===== src/rtl/seg7_scan.sv =====
// seg7_scan: four-digit multiplexed 7-segment driver, double-buffered.
// Ports: clk, rst_n (async, active-low); data/dp/blank/lzs captured by load
//        into a pending set; seg/seg_P/AN active-low registered drive;
//        frame_start pulses on the first ON cycle of digit 0.
module seg7_scan #(
    parameter int DIV       = 50000,
    parameter int BLANK_CYC = 500
) (
    input  logic        clk,
    input  logic        rst_n,
    input  logic [15:0] data,
    input  logic [3:0]  dp,
    input  logic [3:0]  blank,
    input  logic        lzs,
    input  logic        load,
    output logic [6:0]  seg,
    output logic        seg_P,
    output logic [3:0]  AN,
    output logic        frame_start
);

    typedef struct packed {
        logic [15:0] data;
        logic [3:0]  dp;
        logic [3:0]  blank;
        logic        lzs;
    } disp_t;

    localparam int MAXC = (DIV > BLANK_CYC) ? DIV : BLANK_CYC;
    localparam int CW   = (MAXC > 1) ? $clog2(MAXC) : 1;

    localparam logic [CW-1:0] DIV_M1 = CW'(DIV - 1);
    localparam logic [CW-1:0] BLK_M1 = CW'(BLANK_CYC - 1);

    localparam logic [0:0] S_BLANK = 1'b0;
    localparam logic [0:0] S_ON    = 1'b1;

    logic [0:0]    state;
    logic [CW-1:0] cnt;
    logic [1:0]    idx;
    disp_t         pend;
    disp_t         shad;

    disp_t       src;
    logic [3:0]  nib;
    logic [15:0] hi;
    logic        sup;
    logic        dark;
    logic [6:0]  nseg;
    logic        np;

    function automatic logic [6:0] hexdec(input logic [3:0] v);
        logic [6:0] r;
        case (v)
            4'h0: r = 7'h40;
            4'h1: r = 7'h79;
            4'h2: r = 7'h24;
            4'h3: r = 7'h30;
            4'h4: r = 7'h19;
            4'h5: r = 7'h12;
            4'h6: r = 7'h02;
            4'h7: r = 7'h78;
            4'h8: r = 7'h00;
            4'h9: r = 7'h10;
            4'hA: r = 7'h08;
            4'hB: r = 7'h03;
            4'hC: r = 7'h46;
            4'hD: r = 7'h21;
            4'hE: r = 7'h06;
            default: r = 7'h0E;
        endcase
        return r;
    endfunction

    // Digit 0 is shown from the value being copied into shadow on the
    // same edge, so look through to pending when idx is 0.
    always_comb begin
        src  = (idx == 2'd0) ? pend : shad;
        nib  = src.data[{idx, 2'b00} +: 4];
        // nibble idx and everything above it, zero when suppressible
        hi   = src.data >> {idx, 2'b00};
        dark = src.blank[idx];
        sup  = src.lzs && (idx != 2'd0) && (hi == 16'h0000);
        nseg = 7'h7F;
        np   = 1'b1;
        unique case (1'b1)
            dark: begin
                nseg = 7'h7F;
                np   = 1'b1;
            end
            !dark && sup: begin
                nseg = 7'h7F;
                np   = ~src.dp[idx];
            end
            !dark && !sup: begin
                nseg = hexdec(nib);
                np   = ~src.dp[idx];
            end
            default: ;
        endcase
    end

    always_ff @(posedge clk or negedge rst_n) begin
        if (!rst_n) begin
            state       <= S_BLANK;
            cnt         <= '0;
            idx         <= 2'd0;
            pend        <= '0;
            shad        <= '0;
            AN          <= 4'b1111;
            seg         <= 7'h7F;
            seg_P       <= 1'b1;
            frame_start <= 1'b0;
        end else begin
            frame_start <= 1'b0;
            if (load) begin
                pend <= {data, dp, blank, lzs};
            end
            if (state == S_BLANK) begin
                if (cnt == BLK_M1) begin
                    state       <= S_ON;
                    cnt         <= '0;
                    AN          <= ~(4'b0001 << idx);
                    seg         <= nseg;
                    seg_P       <= np;
                    frame_start <= (idx == 2'd0);
                    if (idx == 2'd0) begin
                        shad <= pend;
                    end
                end else begin
                    cnt <= cnt + CW'(1);
                end
            end else begin
                if (cnt == DIV_M1) begin
                    state <= S_BLANK;
                    cnt   <= '0;
                    idx   <= idx + 2'd1;
                    AN    <= 4'b1111;
                    seg   <= 7'h7F;
                    seg_P <= 1'b1;
                end else begin
                    cnt <= cnt + CW'(1);
                end
            end
        end
    end

endmodule

===== config.mk =====
export PLATFORM = sky130hd
export DESIGN_NAME = seg7_scan
export DESIGN_NICKNAME = d
export VERILOG_FILES = /design/src/rtl/seg7_scan.sv
export SDC_FILE = /design/constraint.sdc
export NUM_CORES = 1
export LEC_CHECK = 0
export BUFFER_PORTS_ARGS = -buffer_cell sky130_fd_sc_hd__clkbuf_2
export CAP_MARGIN = 40
export CORE_ASPECT_RATIO = 1.1
export CORE_MARGIN = 2
export CORE_UTILIZATION = 40
export DETAILED_ROUTE_END_ITERATION = 16
export GPL_TIMING_DRIVEN = 0
export PLACE_DENSITY_LB_ADDON = 0.1
export SYNTH_ARGS = -nofsm -noshare
export SYNTH_HDL_FRONTEND = slang
export SYNTH_SLANG_ARGS = --single-unit

===== constraint.sdc =====
create_clock -name clk -period 8.7 [get_ports clk]
set_input_delay 1.305 -clock clk [delete_from_list [all_inputs] [get_ports clk]]
set_output_delay 1.305 -clock clk [all_outputs]
set_load 0.01 [all_outputs]

Word level (Yosys, flattened, before mapping):

Memories as Yosys holds them, arrays and structs flattened.
Cells that the tools add are included.

* add/subtract/negate cells: 2
* multiply operators: 0
* div/mod/pow operators: 0
* order comparisons: 1
* equality and inequality tests: 3
* shifts and indexed selects: 3
* multiplexer cells: 24
* bitwise gates (word level): 3
* reduce and logical (&&, ||, !) cells: 14

Operators by type and width (number)
* $mux 16: 3
* $mux 7: 4
* $mux 25: 1
* $add 16x1->16 const B: 1
* $eq 16x16->1 const B: 1
* $eq 16x9->1 const B: 1
* $logic_not 16->1: 1
* $shiftx 16x5->4: 1
* $shr 16x4->16: 1
* $mux 4: 3
* $mux 1: 11
* $reduce_and 2->1: 3
* $bmux 1 s2: 2
* $logic_and 1x1->1: 4
* $not 4->4: 1
* $reduce_bool 2->1: 2
* $shl 1x2->4 const A: 1
* $lt 2x3->1 const B: 1
* $add 2x1->2 const B: 1
* $logic_not 1->1: 2
* $logic_not 2->1: 1
* $ne 2x1->1 const B: 1
* $not 1->1: 2
* $reduce_or 2->1: 1

* register bits: 82
* bits in latches: 0
* RAM bits: 0
* memory bits (read-only): 112
* input port bits: 28
* output and inout port bits: 13
* memories kept: 1

Memory list
* (no name shown): depth 16, bits a word 7, rd ports 1, clocked after Yosys merged registers in 0, wr ports 0, line 54 `case (v)`

Longest topological paths before layout:

* depth after elaboration: 11
* gate-level depth with buffers: 13
* depth with buffers taken out: 9

Worst setup path before layout:

No wires, ideal clock.

* path kind: register to register
* from: register idx[0]
* to: register seg[4]
* setup time: 0.073 ns
* arrival: 2.653 ns
* slack: 5.974 ns
* stages on the path, launching flop included: 14
* path buffers: 4
* period minus slack after synthesis: 2.726 ns
* cells stage by stage: dfrtp_1 -> buf_6 -> buf_8 -> inv_1 -> ha_1 -> buf_4 -> buf_4 -> mux2i_4 -> ha_1 -> nand4b_1 -> a31oi_1 -> o211ai_1 -> nor4b_2 -> a21oi_1

* cells in the longest elaborated chain, start to end: 10
* elaborated cells on any way between the ends: 17
* classes of those cells: shift: 2; mux: 6; reduce/logical: 8; memory: 1

RTL lines
* from (decl): line 40 `logic [1:0] idx;`
* from (signal assigned): line 137 `idx <= idx + 2'd1;`
* parallel branches: the longest is 7 deep, another holds $mem_v2 16x7
* $mux 7 *: line 86 `unique case (1'b1)`
* $mux 7 *: line 120 `if (cnt == BLK_M1) begin`
* $mux 7 *: line 119 `if (state == S_BLANK) begin`
* to (signal assigned): line 124 `seg <= nseg;`
* to (decl): line 16 `output logic [6:0] seg,`

Mark *: on every way between the ends. The select of a mux whose other input is x is not followed.
A chain may end at the register's enable or synchronous reset.

Final worst setup path:

Same ends and word-level chain as after synthesis.

==> results.tsv <==
stage	metric	value	unit
status	run status	finished clean	
pwr	worst supply voltage drop on vdd	104	uV
worst_setup_path	stages on the worst setup path	13	
timing	FMAX	306	MHz
worst_setup_path	required time worst endpoint	8.96	ns
floorplanning	Core Box Area	0.0104	mm2
route	number of DRC markers after the initial detailed-route iteration	98	
run	max-cap viol count	0	
synth	sequential fraction of the synthesis area	48.3	%
timing	Final Worst Setup Slack	5.44	ns
clock_network	CTS hold repair buffers	0	
synth	EDFF count, synth	0	
placed_design	placed instance count	517	
clock_network	Setup Fix Bufs, Post-CTS	0	
layout	footprint of the multi-input gates	0.00202	mm2
placed_design	Detailed Place HPWL	6150	um
timing	Setup Total Neg Slack	0	ns
placed_design	IO Port Bufs	39	
worst_setup_path	critical path launch point type	flop	
synth	cell count after synthesis	334	
timing	count of final max-slew check failures	0	
worst_setup_path	termination of the worst setup path	seg[4]$_DFFE_PN1P_	
grt	met3 Resource Use GR	3.61	%
worst_setup_path	Max stage delay on crit path	0.40	ns
layout	sequential cell area	0.00207	mm2
worst_setup_path	Critical Path Fanout Max	10	
grt	initial antenna violation count	0	
layout	final core utilization	47.5	%
grt	GRT met2 Usage	25.8	%
route	routed wire length	8570	um
layout	fraction of final layout cells sized beyond drive strength 1	35.9	%
grt	first-pass GRT wire length	14300	um
clock_network	Clock Tree Buf Depth	2	
grt	most heavily used metal layer in global routing	met2	
worst_setup_path	ordered list of cells on the worst path	buf_6 > buf_8 > inv_1 > ha_1 > buf_4 > buf_4 > mux2i_4 > ha_1 > nand4b_1 > a31oi_1 > o211ai_1 > nor4b_2 > a21oi_1	
timing	final setup violating endpoints	0	
route	DRT antenna net count	0	
route	detailed-route vias per instance	5.06	
placed_design	Placer Congestion	0.806	
route	mean routed wirelength per cell	16.1	um
floorplanning	die footprint	0.0116	mm2
timing	Max transition margin	52.7	%
floorplanning	width of the chip	103	um
grt	maximum number of pins on one net before global-route repair	45	
hold_path	Min-Delay Path Class	reg2reg	
timing	setup repair after global routing missed its margin	false	
synth	top flip-flop cell by instance count after synthesis	sky130_fd_sc_hd__dfrtp_1	
grt	global-route track usage on met1	22.0	%
grt	overall overflow remaining after global route	0	
floorplanning	Rows	39	
worst_setup_path	dominant delay contributor by cell family on the critical path	buffers and inverters	
clock_network	total clock buffers created by CTS	9	
pwr	power density cells	164	mW/mm2
synth	library cell with the highest instance count after synthesis	sky130_fd_sc_hd__dfrtp_1	
worst_setup_path	r2r endpoint	seg[4]$_DFFE_PN1P_	
layout	final standard cell count with taps included and fillers excluded	533	
synth	cell type contributing the most total cell area after synthesis	sky130_fd_sc_hd__dfrtp_1	
clock_network	clock tree from TritonCTS	yes	
worst_setup_path	type of destination of the critical path	flop	
clock_network	root buffer selected by CTS	sky130_fd_sc_hd__clkbuf_16	
placed_design	Worst Setup Slack post-DPL	5.39	ns
layout	number of nets in the finished design	424	
synth	Mapped Nets	373	
timing	Worst Tran Pin Value	0.709	ns
route	count of TritonRoute iterations in the first routing pass	4	
synth	number of distinct library cell variants in the gate-level netlist after synthesis	47	
synth	portion of synthesized cell area occupied by the leading cell type	40.9	%
floorplanning	initial standard-cell utilization of the core	41.2	%
timing	Post-Route Skew	0.00485	ns
pwr	leakage power summed over all cells	2.19	nW
worst_setup_path	WS Path Type	reg2reg	
synth	total number of yosys warnings	0	
synth	mean cell area of the mapped netlist	12.8	um2
clock_network	CTS Sinks	82	
worst_setup_path	buffers and inverters on the worst path	5	
timing	final hold viol count	0	
floorplanning	IO Pins	41	
worst_setup_path	Worst R2R Start	idx[0]$_DFFE_PN0P_	
route	vias after detailed routing	2695	
synth	number of register bits inferred by synthesis	82	
synth	Post-synth top cells	70 x sky130_fd_sc_hd__dfrtp_1, 32 x sky130_fd_sc_hd__nor2_1, 31 x sky130_fd_sc_hd__mux2_2, 19 x sky130_fd_sc_hd__mux2_4, 19 x sky130_fd_sc_hd__nand2_1	
layout	Synth-to-Final Area Change	15.4	%
clock_network	level count of the clock H-tree	3	
route	detailed-route DRC error count	0	
timing	shortest period the worst path allows	3.26	ns
clock_network	clk_lat worst skew	0.34	ns
clock_network	post-cts gate resize count	0	
clock_network	CTS clock-pin slew for the worst setup and hold paths	0.06	ns
worst_setup_path	cell with the largest stage delay on the worst path	sky130_fd_sc_hd__dfrtp_1	
worst_setup_path	worst setup path startpoint	idx[0]$_DFFE_PN0P_	
grt	GRT Overall Usage	16.5	%
grt	vias in the first global route	2770	
layout	Ant. Diodes	0	
synth	post-synthesis async set-or-reset flop share	100	%
timing	final clock period utilization by the worst path	37.5	%
floorplanning	overall die height	113	um
worst_setup_path	cell count of the worst reg-to-reg path	13	
worst_setup_path	arrival time of data at the critical path endpoint	3.53	ns
worst_setup_path	internal reg-to-reg setup slack	5.44	ns
synth	main area contributors after synthesis	sky130_fd_sc_hd__dfrtp_1 41%, sky130_fd_sc_hd__mux2_2 8.2%, sky130_fd_sc_hd__dfstp_2 7.4%	
timing	worst slack on hold paths	0.454	ns
layout	filler instances	988	
synth	Post-Synthesis Cell Area	0.00428	mm2
[through the flow]
step	instance area [um2]	power (W)
after floorplan	4280	0.000449
after global placement	4660	0.000475
after detailed placement	4680	0.000477
after CTS	4940	0.000826
after global routing	4940	0.000852
final	4940	0.000812
[power by group]
part | switching [W] | internal, W | total (W)
Clock | 0.000141 | 0.000202 | 0.000343
Combinational | 0.0000319 | 0.0000319 | 0.0000638
Sequential | 0.0000119 | 0.000394 | 0.000405
Total | 0.000185 | 0.000627 | 0.000812
[how the worst min path moves through the flow]
stage / end / cells past startpoint / startpoint
after floorplan: cnt[0]$_DFF_PN0_ / 1 / cnt[0]$_DFF_PN0_
after global placement: cnt[0]$_DFF_PN0_ / 1 / cnt[0]$_DFF_PN0_
final: cnt[0]$_DFF_PN0_ / 1 / cnt[0]$_DFF_PN0_
after detailed placement: cnt[0]$_DFF_PN0_ / 1 / cnt[0]$_DFF_PN0_
after CTS: cnt[0]$_DFF_PN0_ / 1 / cnt[0]$_DFF_PN0_
after global routing: cnt[0]$_DFF_PN0_ / 1 / cnt[0]$_DFF_PN0_
[per-layer routing]
layer,vias up,wire length (um),share of wire (%)
li1,1301,-,-
met1,1347,3910,46
met2,36,4260,50
met3,11,246,2.9
met4,0,151,1.8
met5,-,0,0
[sequential cells by signal, indices dropped and copies added (netlist names)]
signal and count:
pend 25, shad 25, cnt 16, seg 7
AN 4, idx 2, frame_start 1, seg_P 1
state 1
[logic make-up (layout without fill, tap and decap cells)]
logic type	Yosys count	count (layout)	share of synthesized area [%]
adder cells (fa/ha/maj)	11	11	3.21
multiplexers	71	71	24.2
buffers and inverters	26	82	4.59
AND/OR/NAND/NOR	93	93	11.8
flip-flops	82	82	48.3
AO/OA/AOI/OAI	36	36	4.85
XOR/XNOR	15	15	3.07
[cell type report]
cell class,count,area share (%)
multi-input combinational,226,40.9
tap,143,3.62
buffer,18,3.37
clock buffer,16,5.29
timing repair buffer,40,4.41
sequential,82,41.8
inverter,8,0.608
[cell usage in the layout (no fill, tap or decap), drive strengths merged, types with 3 or more instances in the layout]
cell type  count
a21oi         17
a22oi          3
and2           3
and3           3
and4           3
buf           14
clkbuf        60
dfrtp         70
dfstp         12
ha            11
inv            8
mux2          50
mux2i         10
mux4          11
nand2         19
nand3          5
nand4          5
nor2          33
nor3          10
nor3b          3
nor4           4
o21ai          8
xnor2          9
xor2           6
No activity file was read; power rests on OpenSTA's default activity.
